==> src/rtl/div4_pkg.sv <==
// Shared constants, state encoding and operand helpers for the 4-bit restoring divider.
// Used by signed_div4 and div4_trial_sub.
package div4_pkg;

    localparam int WIDTH = 4;
    localparam int ITERS = 4;

    localparam logic [1:0]       LAST_ITER = 2'(ITERS - 1);
    localparam logic [WIDTH-1:0] DIV0_QUOT = 4'b1111;
    localparam logic [WIDTH-1:0] MOST_NEG  = 4'b1000;

    typedef enum logic [1:0] {
        IDLE = 2'd0,
        CALC = 2'd1,
        FIX  = 2'd2
    } state_t;

    // Widened so that the magnitude of the most negative operand (8) still fits.
    function automatic logic [WIDTH:0] magnitude(input logic [WIDTH-1:0] v, input logic neg);
        magnitude = neg ? ({(WIDTH+1){1'b0}} - {v[WIDTH-1], v}) : {1'b0, v};
    endfunction

endpackage

==> src/rtl/div4_trial_sub.sv <==
// Combinational 5-bit trial subtractor for one restoring-division step.
// Zero latency; no flow control.
module div4_trial_sub
    import div4_pkg::*;
(
    input  logic [WIDTH:0] a,
    input  logic [WIDTH:0] b,
    output logic [WIDTH:0] diff,
    output logic           nonneg
);

    logic [WIDTH+1:0] wide;

    assign wide   = {1'b0, a} - {1'b0, b};
    assign diff   = wide[WIDTH:0];
    assign nonneg = ~wide[WIDTH+1];

endmodule

==> src/rtl/signed_div4.sv <==
// 4-bit restoring divider: done 5 cycles after start (1 cycle for divide-by-zero); start ignored while busy.
// Define SIGNED_DIV4_SIGNED_EN for two's-complement operands; default build is unsigned.
module signed_div4
    import div4_pkg::*;
(
    input  logic             clk,
    input  logic             rst,
    input  logic             start,
    input  logic [WIDTH-1:0] dividend,
    input  logic [WIDTH-1:0] divisor,
    output logic             busy,
    output logic             done,
    output logic [WIDTH-1:0] quotient,
    output logic [WIDTH-1:0] remainder,
    output logic             div_zero,
    output logic             overflow
);

    state_t state, state_next;

    logic [WIDTH:0]   dvd_mag, dvs_mag, prem;
    logic [WIDTH:0]   in_dvd_mag, in_dvs_mag;
    logic [WIDTH:0]   shifted, diff;
    logic             dvd_neg, dvs_neg, in_dvd_neg, in_dvs_neg;
    logic             nonneg, zero_pend, accept, ovf_res;
    logic [1:0]       cnt;
    logic [WIDTH-1:0] quo_mag, dvd_low, dvd_raw, q_res, r_res;
    logic             unused_bits;

`ifdef SIGNED_DIV4_SIGNED_EN
    assign in_dvd_neg = dividend[WIDTH-1];
    assign in_dvs_neg = divisor[WIDTH-1];
    assign q_res      = (dvd_neg ^ dvs_neg) ? (4'd0 - quo_mag) : quo_mag;
    assign r_res      = dvd_neg ? (4'd0 - prem[WIDTH-1:0]) : prem[WIDTH-1:0];
    // Only -8 / -1 yields a magnitude-8 quotient that must stay positive.
    assign ovf_res    = (quo_mag == MOST_NEG) && !(dvd_neg ^ dvs_neg);
    assign unused_bits = ^{prem[WIDTH], dvd_mag[WIDTH]};
`else
    assign in_dvd_neg = 1'b0;
    assign in_dvs_neg = 1'b0;
    assign q_res      = quo_mag;
    assign r_res      = prem[WIDTH-1:0];
    assign ovf_res    = 1'b0;
    assign unused_bits = ^{prem[WIDTH], dvd_mag[WIDTH], dvs_neg};
`endif

    assign in_dvd_mag = magnitude(dividend, in_dvd_neg);
    assign in_dvs_mag = magnitude(divisor, in_dvs_neg);

    // Rebuilds the original dividend for the divide-by-zero result.
    assign dvd_raw = dvd_neg ? (4'd0 - dvd_mag[WIDTH-1:0]) : dvd_mag[WIDTH-1:0];
    assign dvd_low = dvd_mag[WIDTH-1:0];
    assign shifted = {prem[WIDTH-1:0], dvd_low[LAST_ITER - cnt]};
    assign accept  = (state == IDLE) && start && !zero_pend;

    div4_trial_sub u_trial_sub (
        .a      (shifted),
        .b      (dvs_mag),
        .diff   (diff),
        .nonneg (nonneg)
    );

    always_ff @(posedge clk) begin
        if (rst) state <= IDLE;
        else     state <= state_next;
    end

    always_comb begin
        state_next = state;
        busy       = 1'b0;
        case (state)
            IDLE: if (accept && (divisor != '0)) state_next = CALC;
            CALC: begin
                busy = 1'b1;
                if (cnt == LAST_ITER) state_next = FIX;
            end
            FIX: begin
                busy       = 1'b1;
                state_next = IDLE;
            end
            default: state_next = IDLE;
        endcase
    end

    always_ff @(posedge clk) begin
        if (rst) begin
            dvd_mag   <= '0;
            dvs_mag   <= '0;
            dvd_neg   <= 1'b0;
            dvs_neg   <= 1'b0;
            cnt       <= '0;
            prem      <= '0;
            quo_mag   <= '0;
            zero_pend <= 1'b0;
            done      <= 1'b0;
            quotient  <= '0;
            remainder <= '0;
            div_zero  <= 1'b0;
            overflow  <= 1'b0;
        end else begin
            done      <= 1'b0;
            zero_pend <= 1'b0;
            if (accept) begin
                dvd_mag   <= in_dvd_mag;
                dvs_mag   <= in_dvs_mag;
                dvd_neg   <= in_dvd_neg;
                dvs_neg   <= in_dvs_neg;
                cnt       <= '0;
                prem      <= '0;
                quo_mag   <= '0;
                zero_pend <= (divisor == '0);
            end
            if (zero_pend) begin
                quotient  <= DIV0_QUOT;
                remainder <= dvd_raw;
                div_zero  <= 1'b1;
                overflow  <= 1'b0;
                done      <= 1'b1;
            end
            if (state == CALC) begin
                prem    <= nonneg ? diff : shifted;
                quo_mag <= {quo_mag[WIDTH-2:0], nonneg};
                cnt     <= cnt + 2'd1;
            end
            if (state == FIX) begin
                quotient  <= q_res;
                remainder <= r_res;
                div_zero  <= 1'b0;
                overflow  <= ovf_res;
                done      <= 1'b1;
            end
        end
    end

endmodule

==> config.mk <==
export PLATFORM = sky130hd
export DESIGN_NAME = signed_div4
export DESIGN_NICKNAME = d
export VERILOG_FILES = /design/src/rtl/div4_pkg.sv /design/src/rtl/div4_trial_sub.sv /design/src/rtl/signed_div4.sv
export SDC_FILE = /design/constraint.sdc
export NUM_CORES = 1
export LEC_CHECK = 0
export CORE_MARGIN = 5
export CORE_UTILIZATION = 64
export CTS_CLUSTER_DIAMETER = 100
export DETAILED_ROUTE_END_ITERATION = 8
export DONT_BUFFER_PORTS = 1
export PLACE_DENSITY = 0.87
export RECOVER_POWER = 25
export SETUP_SLACK_MARGIN = 0.5
export SYNTH_ARGS = -nofsm -noshare
export SYNTH_HDL_FRONTEND = slang
export SYNTH_SLANG_ARGS = --single-unit
==> constraint.sdc <==
create_clock -name clk -period 4.4 [get_ports clk]
set_clock_uncertainty 0.2 [all_clocks]
set_input_delay 0.22 -clock clk [delete_from_list [all_inputs] [get_ports clk]]
set_output_delay 0.22 -clock clk [all_outputs]
set_load 0.005 [all_outputs]
* Word level (Yosys, flattened, before mapping)
Cells that the tools add are included.
** Operators by class
- Add/subtract/negate cells :: 3
- Magnitude comparators :: 1
- Equal/unequal tests :: 5
- Muxes and demuxes :: 19
- Bitwise logic cells :: 2
- Reduce and logical (&&, ||, !) cells :: 13
** Operators by type and width (count)
- $mux 4 :: 9
- $mux 2 :: 4
- $reduce_or 2->1 :: 3
- $sub 5x4->6 :: 1
- $eq 2x2->1 const B :: 2
- $logic_not 4->1 :: 1
- $mux 1 :: 4
- $pmux 2 s2 :: 1
- $reduce_bool 2->1 :: 2
- $reduce_bool 4->1 :: 1
- $logic_and 1x1->1 :: 3
- $lt 2x3->1 const B :: 1
- $add 2x1->2 const B :: 1
- $bmux 1 s2 :: 1
- $eq 2x1->1 const B :: 1
- $logic_not 2->1 :: 1
- $ne 2x1->1 const B :: 1
- $ne 2x2->1 const B :: 1
- $not 1->1 :: 2
- $reduce_and 2->1 :: 1
- $sub 2x2->2 const A :: 1
- $logic_not 1->1 :: 1
** Storage, ports and cells
- Register bits :: 31
- Input port bits :: 11
- Output and inout bits :: 12
- Word-level logic and storage cells :: 54

* Longest topological paths before layout
Gate-level depths: netlist of run 1.
- Depth after elaboration :: 6
- Depth in mapped cells :: 8
- Gate-level depth less buffers :: 8

* Cells and area by module
Synthesis of run 1 repeated with hierarchy kept, for this count alone.
** Second synthesis, totals
- Cells, all modules :: 178
- Area, all modules :: 1547.7 um2
** By module, submodules not included
- signed_div4 :: instances 1, cells each 149, area an instance 1342.5 um2, sequential area each 620.6 um2
- div4_trial_sub :: instances 1, cells each 29, area an instance 205.2 um2, sequential area each 0.0 um2

* Least setup slack after synthesis of run 1
Ideal clock, no wire load.
- Kind :: reg2reg
- Start :: register cnt[1]
- End :: register prem[2]
- Setup time :: 0.119 ns
- Arrival :: 1.833 ns
- Required time :: 4.081 ns
- Path slack :: 2.248 ns
- Cell stages (with the launch flop) :: 9
- Path buffers :: 0
- Period minus slack after synthesis :: 2.152 ns
- Path through :: dfxtp_1 -> mux4_2 -> inv_1 -> ha_1 -> inv_1 -> fa_1 -> xor2_1 -> a21oi_1 -> o31ai_2
** Between the ends
- Longest elaborated chain between the ends :: 6
** Ends and longest elaborated chain
- from (decl) :: RTL line signed_div4.sv:26 : logic [1:0] cnt;
- from (signal assigned) :: RTL line signed_div4.sv:123 : cnt <= cnt + 2'd1;
- $sub 2x2->2 :: RTL line signed_div4.sv:53 : assign shifted = {prem[WIDTH-1:0], dvd_low[LAST_ITER - cnt]};
- $bmux 1 s2 :: RTL line signed_div4.sv:53
- $mux 1 (implied by the code) :: RTL line signed_div4.sv:53
- $sub 5x4->6 :: RTL line div4_trial_sub.sv:14 : assign wide = {1'b0, a} - {1'b0, b};
- $mux 4 :: RTL line signed_div4.sv:121 : prem <= nonneg ? diff : shifted;
- $mux 4 :: RTL line signed_div4.sv:120 : if (state == CALC) begin
- to (signal assigned) :: RTL line signed_div4.sv:121
- to (decl) :: RTL line signed_div4.sv:21 : logic [WIDTH:0] dvd_mag, dvs_mag, prem;
Every way passes these cells. The select of a mux whose other input is x is not followed.
A chain may end at the register's enable or synchronous reset.

* Worst setup path in the final report of run 1
Ends and elaborated chain as after synthesis.

==> summary.md, run 1 <==
| Metric | Value |
|---|---|
| Run status | `completed` |
| Total nets after synthesis | `200` |
| Internal power | `about 500 uW` |
| Critical path endpoint category | `flip-flop` |
| Worst Hold Launch | `start` |
| # rows | `17` |
| Diode count | `0` |
| Clock Path Buffers | `2` |
| Largest net degree at the start of global routing | `32` |
| Tmin final | `between 2 and 2.5 ns` |
| Most common cell after layout, fill and taps aside | `dfxtp_1` |
| Reg2reg setup slack | `about 2 ns` |
| Worst r2r src | `cnt[1]$_SDFFE_PP0P_` |
| Combinational fraction of design power | `0.325` |
| Sw frac | `0.3483` |
| #FFs+latches synth | `31` |
| Clk pwr share | `0.244` |
| CP Data Arrival Time | `2.42 ns` |
| YS warnings | `0` |
| Net count, final | `206` |
| Avg Cell Area, Syn | `8.626 sq um` |
| Final hold vios | `0` |
| Setup CP Type | `flip-flop to flip-flop` |
| Total track usage | `0.2151` |
| Peak VDD IR | `between 0.3 and 0.4 mV` |
| Hpwl dp | `2376 um` |
| IO Pins | `23` |
| RD Place Congestion | `0.8722` |
| Clk_lat worst skew | `0.34 ns` |
| Setup-failing EPs final | `0` |
| Register area share after synthesis | `0.4019` |
| Fin cells | `214` |
| Total grt overflow | `0` |
| Commonest non-fill, non-tap cells in the layout | `dfxtp_1, nor2_1, nand2_1, a21oi_1` |
| Worst r2r path cells | `8` |
| Synthesis-to-finish area growth | `8.752%` |
| Sequential share of power | `0.431` |
| DRT Pass-1 Iters | `4` |
| H-tree levels | `2` |
| Leak | `0.0006336 uW` |
| RSZ-0062 raised after global routing | `no` |
| Vias in the first global route | `1,264` |
| Post-route DRC | `0` |
| # port buffers | `0` |
| Initial DRC count | `between 50 and 60` |
| Gate Count Post-Synth | `179` |
| Cell count of the worst hold path | `3` |
| Post-route ant nets | `0` |
| Drt via density | `5.953` |
| Post-route cell area | `0.001679 sq mm` |
| Worst-Margin Slew | `~1.1 ns` |
| WL/cell | `15.88 um` |
| Crit path max fanout | `3` |
| PostCTS Resize Cnt | `0` |
| Met3 wire length | `288 um` |
| Placed Cells | `197` |
| Initial Util | `0.6848` |
| Root Buffer | `clkbuf_4` |
| Psw | `269.6 uW` |
| Setup TNS | `0 ns` |
| Routed wl met2 | `between 1500 and 2000 um` |
| Num CTS Buffers | `5` |
| Final WL | `3398 um` |
| CP startpoint kind | `flip-flop` |
| Routed met1 length | `approximately 1300 um` |
| First-pass GRT wire length | `about 5600 um` |
| Synthesized cell area | `0.001544 sq mm` |
| Proportion of layout cells with a drive suffix above 1 | `0.1129` |
| Hold Crit Class | `primary input to flip-flop` |
| Count of pins over their slew limit | `0` |
| Clk slew on worst S/H paths | `0.09 ns` |
| Worst Path Required | `4.43 ns` |
| Die Width | `~59 um` |
| Hold Path Sink | `dvs_mag[2]$_SDFFE_PP0P_` |
| CTS tree | `built` |
| Initial antenna violation count | `0` |
| Final period util | `0.5444` |
| Peak Freq | `approximately 0.42 GHz` |
| Max-Cap Viols | `0` |
| Worst hold margin | `0.05371 ns` |
| Max-slew headroom | `0.2530` |
| Clock tree sinks | `31` |
| Vias | `1,274` |
| Top Metal Used | `met4` |
| Height of the die | `59.12 um` |
| Placed instance area | `about 0.0015 sq mm` |
| DIE AREA | `roughly 0.0035 sq mm` |
| CORE AREA | `~0.0023 sq mm` |
| Pwr per Cell Area | `461.1 mW/mm^2` |
| Netlist cell types | `35` |
| Worst R2R End | `prem[2]$_SDFFE_PP0P_` |
state kept, by name, summed over array words and instances, names as in the netlist, 2 cells and up:
signal and count:
prem 4, q_res 4, remainder 4, state 2, dvs_mag 4, quotient 4
dvd_mag 4, cnt 2
logic make-up after synthesis:
logic type	synth area share
and+or+nand+nor	0.2528
AOI/OAI and AO/OA	0.1394
DFF	0.4019
buffers and inverters	0.05754
adders and majority gates	0.08590
muxes	0.05429
other	0.002429
xor gates and xnor gates	0.005674
timing repair:
action | in CTS | in global routing
hold endpoints to repair | 31 | 0
hold buffers | 9 | 0
buffers inserted | 0 | 0
per-layer routing:
| metal | GRT usage | vias up |
|---|---|---|
| li1 | - | 616 |
| met4 | 0.1197 | 0 |
| met5 | 0 | - |
| met2 | 0.3927 | 54 |
| met3 | 0.05447 | 15 |
| met1 | 0.2206 | 589 |
final cells by class:
type / count / area, sq um
fill: 184 / 575.6
clock buffer: 8 / 68.82
inverter: 8 / 30.03
multi-input combinational: 130 / 834.6
tap: 28 / 35.03
sequential: 31 / 620.6
timing repair buffer: 9 / 90.09
how the worst max path moves through the flow:
stage                           end                start  depth (start not counted)  slack [ns]
6_report       prem[2]$_SDFFE_PP0P_  cnt[1]$_SDFFE_PP0P_                          8        2.00
4_1_cts        prem[2]$_SDFFE_PP0P_  cnt[1]$_SDFFE_PP0P_                          8        2.03
5_1_grt        prem[2]$_SDFFE_PP0P_  cnt[1]$_SDFFE_PP0P_                          8        1.94
2_1_floorplan  prem[2]$_SDFFE_PP0P_  cnt[1]$_SDFFE_PP0P_                          8        2.25
3_5_place_dp   prem[2]$_SDFFE_PP0P_  cnt[1]$_SDFFE_PP0P_                          8        2.03
3_3_place_gp   prem[2]$_SDFFE_PP0P_  cnt[1]$_SDFFE_PP0P_                          8        2.21
through the flow:
stage / utilization / total power (uW) / worst slack, ns
global placement: 0.6743 / 550.0 / 2.212
CTS: 0.7447 / 767.7 / 2.033
finish: 0.7447 / 774.2 / 2.005
floorplan: - / 532.1 / 2.248
detailed placement: 0.6743 / 571.2 / 2.033
global route: 0.7447 / 815.9 / 1.936
synthesized netlist by cell type, drive strengths merged:
cell    count  share of area
or2         1         0.0041
o21ai       4          0.013
and3b       1         0.0057
o211ai      2         0.0097
inv         8          0.019
nand3b      6          0.037
fa          1          0.013
nand2      27          0.066
mux2i       5          0.032
nor3        3          0.016
o31a        1         0.0065
nor4b       1         0.0057
ha          9          0.073
nor2       28          0.068
buf        10          0.038
dfxtp      31           0.40
nor3b       1         0.0081
nand2b      3          0.012
conb        1         0.0024
mux4        1          0.015
o31ai       2          0.016
mux2        1         0.0073
nor2b       2         0.0081
o21a        2          0.011
nand4       2         0.0081
o311ai      1         0.0057
xor2        1         0.0057
nor4        1          0.014
a21oi      23          0.077
power by group through the flow:
| stage | sequential [uW] | clock [uW] | combinational [uW] |
|---|---|---|---|
| after floorplan | 331 | 0 | 201 |
| after global placement | 336 | 0 | 214 |
| after detailed placement | 340 | 0 | 231 |
| after CTS | 333 | 190 | 245 |
| after global routing | 337 | 201 | 278 |
| final | 334 | 189 | 252 |
worst max-delay path, cell delays in order (launching register included):
cell and delay, ns:
dfxtp_1 0.39, mux4_2 0.53, inv_1 0.08, ha_1 0.15, inv_1 0.06, fa_1 0.39, xor2_1 0.19, a21oi_1 0.22
o31ai_2 0.08
Note: power is estimated with default switching activity, not from simulation.
==> run 2, diff against run 1 <==
ABC_AREA = 1   (was default)
CORE_UTILIZATION = 61   (was 64)
PLACE_DENSITY = 0.84   (was 0.87)
clock period = 2.4 ns   (was 4.4 ns; I/O delays follow)
==> run 2 against run 1 <==
Net effect: critical path depth rose by 3; first-iteration DRC count did not move; register-to-register slack got worse by 1.5 ns; largest cell class unchanged; global-route usage is 0.29 points lower; the run now ends with negative hold slack left; via count rose by 3.6%.
==> summary.md, run 2 <==
| Metric | Value |
|---|---|
| Post-synth top area cell | `dfxtp_1` |
| Post-Synth XOR/XNOR Area | `0.005833 (+0.0001607)` |
| DRT Pass-1 Iters | `5 (+1)` |
| DIE AREA | `0.003553 sq mm (+1.7%)` |
| Largest net degree at the start of global routing | `18 (-44%)` |
| Run status | `complete, but fails checks` |
| Reg2reg setup slack | `0.46 ns (-1.55 ns)` |
| Top cells by area, synth | `dfxtp_1, nand2_1, a21oi_1` |
| RSZ-0062 raised after global routing | `yes` |
| # rows | `18 (+1)` |
| H-tree levels | `2 (unchanged)` |
| Placed instance area | `0.001486 sq mm (-2.2%)` |
| Setup TNS | `0 ns (unchanged)` |
| Vias | `1,320 (+3.6%)` |
| Final hold vios | `15 (+15)` |
| Placed Cells | `217 (+10%)` |
| Post-synth EDFFs | `0 (unchanged)` |
| Post-route cell area | `0.001729 sq mm (+3.0%)` |
| RD Place Congestion | `0.9087 (+4.2%)` |
| Worst R2R End | `prem[1]$_SDFFE_PP0P_` |
| Synthesis-to-finish area growth | `15.17%` |
| Post-route ant nets | `0 (unchanged)` |
| Largest family of logic cells by synthesized area | `simple AND/OR/NAND/NOR gates` |
| Initial antenna violation count | `0 (unchanged)` |
| Setup CP Type | `flip-flop to flip-flop` |
| Num CTS Buffers | `5 (unchanged)` |
| Simple-Gate Fraction of Synth Area | `0.2450 (-0.007836)` |
| Final WL | `3387 um (-0.32%)` |
| Leak | `0.0007001 uW (+10%)` |
| Worst hold margin | `-0.3707 ns (-0.4244 ns)` |
| Setup-failing EPs final | `0 (unchanged)` |
| Post-route DRC | `0 (unchanged)` |
| Crit path max fanout | `5 (+2)` |
| Synth Area in Compound Gates | `0.1583 (+0.01895)` |
| Worst r2r path cells | `11 (+3)` |
| Final period util | `0.8100 (+0.2656)` |
| Initial Util | `0.6231 (-0.06174)` |
| Critical path endpoint category | `flip-flop` |
| Worst Hold Launch | `rst` |
| Avg Cell Area, Syn | `7.700 sq um (-11%)` |
| Cell count of the worst hold path | `1 (-2)` |
| CTS tree | `built` |
| Worst Path Required | `2.48 ns (-1.95 ns)` |
| Net count, final | `228 (+11%)` |
| Total grt overflow | `0 (unchanged)` |
| Async SR Flop Fraction | `0 (unchanged)` |
| Worst r2r src | `cnt[0]$_SDFFE_PP0P_` |
| Pwr per Cell Area | `1270 mW/mm^2 (+180%)` |
| Gate Count Post-Synth | `195 (+8.9%)` |
| Failing checks | `negative hold slack` |
| Register area share after synthesis | `0.4133 (+0.01139)` |
| Netlist cell types | `27 (-23%)` |
| Most common cell after layout, fill and taps aside | `nand2_1` |
| Yosys top cell area share | `0.4133 (+0.01139)` |
| CP startpoint kind | `flip-flop` |
| Tmin final | `1.944 ns (-0.4513 ns)` |
| Hpwl dp | `2285 um (-3.8%)` |
| Height of the die | `59.61 um (+0.84%)` |
| Max-Cap Viols | `0 (unchanged)` |
| #FFs+latches synth | `31 (unchanged)` |
| CP Data Arrival Time | `2.03 ns (-0.39 ns)` |
| Fin cells | `238 (+11%)` |
| Commonest non-fill, non-tap cells in the layout | `nand2_1, dfxtp_1, a21oi_1, nor2_1, inv_1` |
| Total nets after synthesis | `216 (+8.0%)` |
| Diode count | `0 (unchanged)` |
| Proportion of layout cells with a drive suffix above 1 | `0.1779 (+0.06498)` |
| First-pass GRT wire length | `5506 um (-1.4%)` |
| Peak VDD IR | `0.9077 mV (+130%)` |
| Clock tree sinks | `31 (unchanged)` |
| Clk slew on worst S/H paths | `0.10 ns (about the same)` |
| Count of pins over their slew limit | `0 (unchanged)` |
| Peak Freq | `0.5144 GHz (+23%)` |
| WL/cell | `14.23 um (-10%)` |
| CORE AREA | `0.002410 sq mm (+6.9%)` |
| IO Pins | `23 (unchanged)` |
| Synth Flop Type | `dfxtp_1` |
| Post-Synth Adder-Cell Area | `0.08833 (+0.002434)` |
| Root Buffer | `clkbuf_4` |
| Hold Crit Class | `primary input to flip-flop` |
| Top-count cell post-synth | `nand2_1` |
| Clk_lat worst skew | `0.35 ns (about the same)` |
| Drt via density | `5.546 (-6.8%)` |
| Die Width | `59.61 um (+0.84%)` |
| YS warnings | `0 (unchanged)` |
| Clock Path Buffers | `2 (unchanged)` |
| Synthesized cell area | `0.001501 sq mm (-2.8%)` |
| # port buffers | `0 (unchanged)` |
| Mux contribution to synthesized area | `0 (-0.05429)` |
| Worst Setup SP | `cnt[0]$_SDFFE_PP0P_` |
| Top cells by count, synth | `nand2_1, dfxtp_1, a21oi_1` |
| Hold Path Sink | `q_res[1]$_SDFFE_PP0P_` |
| Total track usage | `0.2122 (-0.002930)` |
| Vias in the first global route | `1,265 (+0.079%)` |
| Initial DRC count | `57 (unchanged)` |
-- run 2: cell types whose count changed after synthesis, sizes merged, moves of 3 or more --
cell / before / now
nand2: 27 / 39
nand3: 0 / 10
mux2i: 5 / 0
nor2: 28 / 24
inv: 8 / 20
o21ai: 4 / 18
nor3: 3 / 6
nand3b: 6 / 0
nand2b: 3 / 0
buf: 10 / 7
-- run 2: kinds of logic after synthesis --
family,Yosys count
AND/OR/NAND/NOR,79
XOR/XNOR,1
AO/OA/AOI/OAI,45
other,1
flip-flops,31
adder cells (fa/ha/maj),10
buffers and inverters,28
-- run 2: area by class of cell --
cell class,instances,area [sq um]
well taps,30,37.54
fillers,177,680.7
clock buffers,7,65.06
multi-input cells,136,792.0
flip-flops and latches,31,624.3
clock inverters,1,7.507
repair buffers,13,125.1
inverters,20,77.57
-- run 2: metrics by stage --
stage	total power (uW)	hold WS [ns]	setup slack, ns	utilization
after floorplan	1542	0.05491	0.5740	-
after global routing	2359	-0.3793	0.3694	0.7175
after global placement	1649	-0.008133	0.5387	0.6168
after CTS	2134	-0.3834	0.4960	0.6999
final	2195	-0.3707	0.4561	0.7175
after detailed placement	1711	-0.005391	0.4177	0.6168
-- run 2: routing by layer --
layer	GRT usage	share of wire	vias to the layer above
li1	-	-	657
met1	0.2429	0.41	609
met2	0.3573	0.50	44
met3	0.07407	0.062	10
met4	0.08861	0.026	0
met5	0	0	-
-- run 2: report_power, final --
group          internal [uW]  total [uW]  switching, uW
Combinational            390        1070            679
Clock                    171         361            190
Sequential               654         765            111
Total                   1220        2200            980
-- run 2: timing repair --
item	CTS	global route
gates cloned	0	0
setup endpoints to repair	2	4
hold endpoints to repair	31	16
pin swaps	2	2
setup buffers	2	0
hold buffers	10	1
resized for setup	6	8
-- run 2: how the worst max path moves through the flow --
stage,endpoint,slack [ns],cells after the start
CTS,prem[1]$_SDFFE_PP0P_,0.50,11
finish,prem[1]$_SDFFE_PP0P_,0.46,11
global route,prem[1]$_SDFFE_PP0P_,0.37,11
floorplan,prem[2]$_SDFFE_PP0P_,0.57,11
global placement,prem[2]$_SDFFE_PP0P_,0.54,11
detailed placement,prem[1]$_SDFFE_PP0P_,0.42,11
-- run 2: critical path: stages (launching register included) --
cell and delay [ns]:
dfxtp_4 0.38, inv_2 0.05, nand2_1 0.08, nand3_2 0.07
nand2_2 0.09, ha_4 0.13, inv_2 0.05, fa_1 0.48
inv_1 0.05, nand2_2 0.07, nand3_2 0.07, a21oi_2 0.15
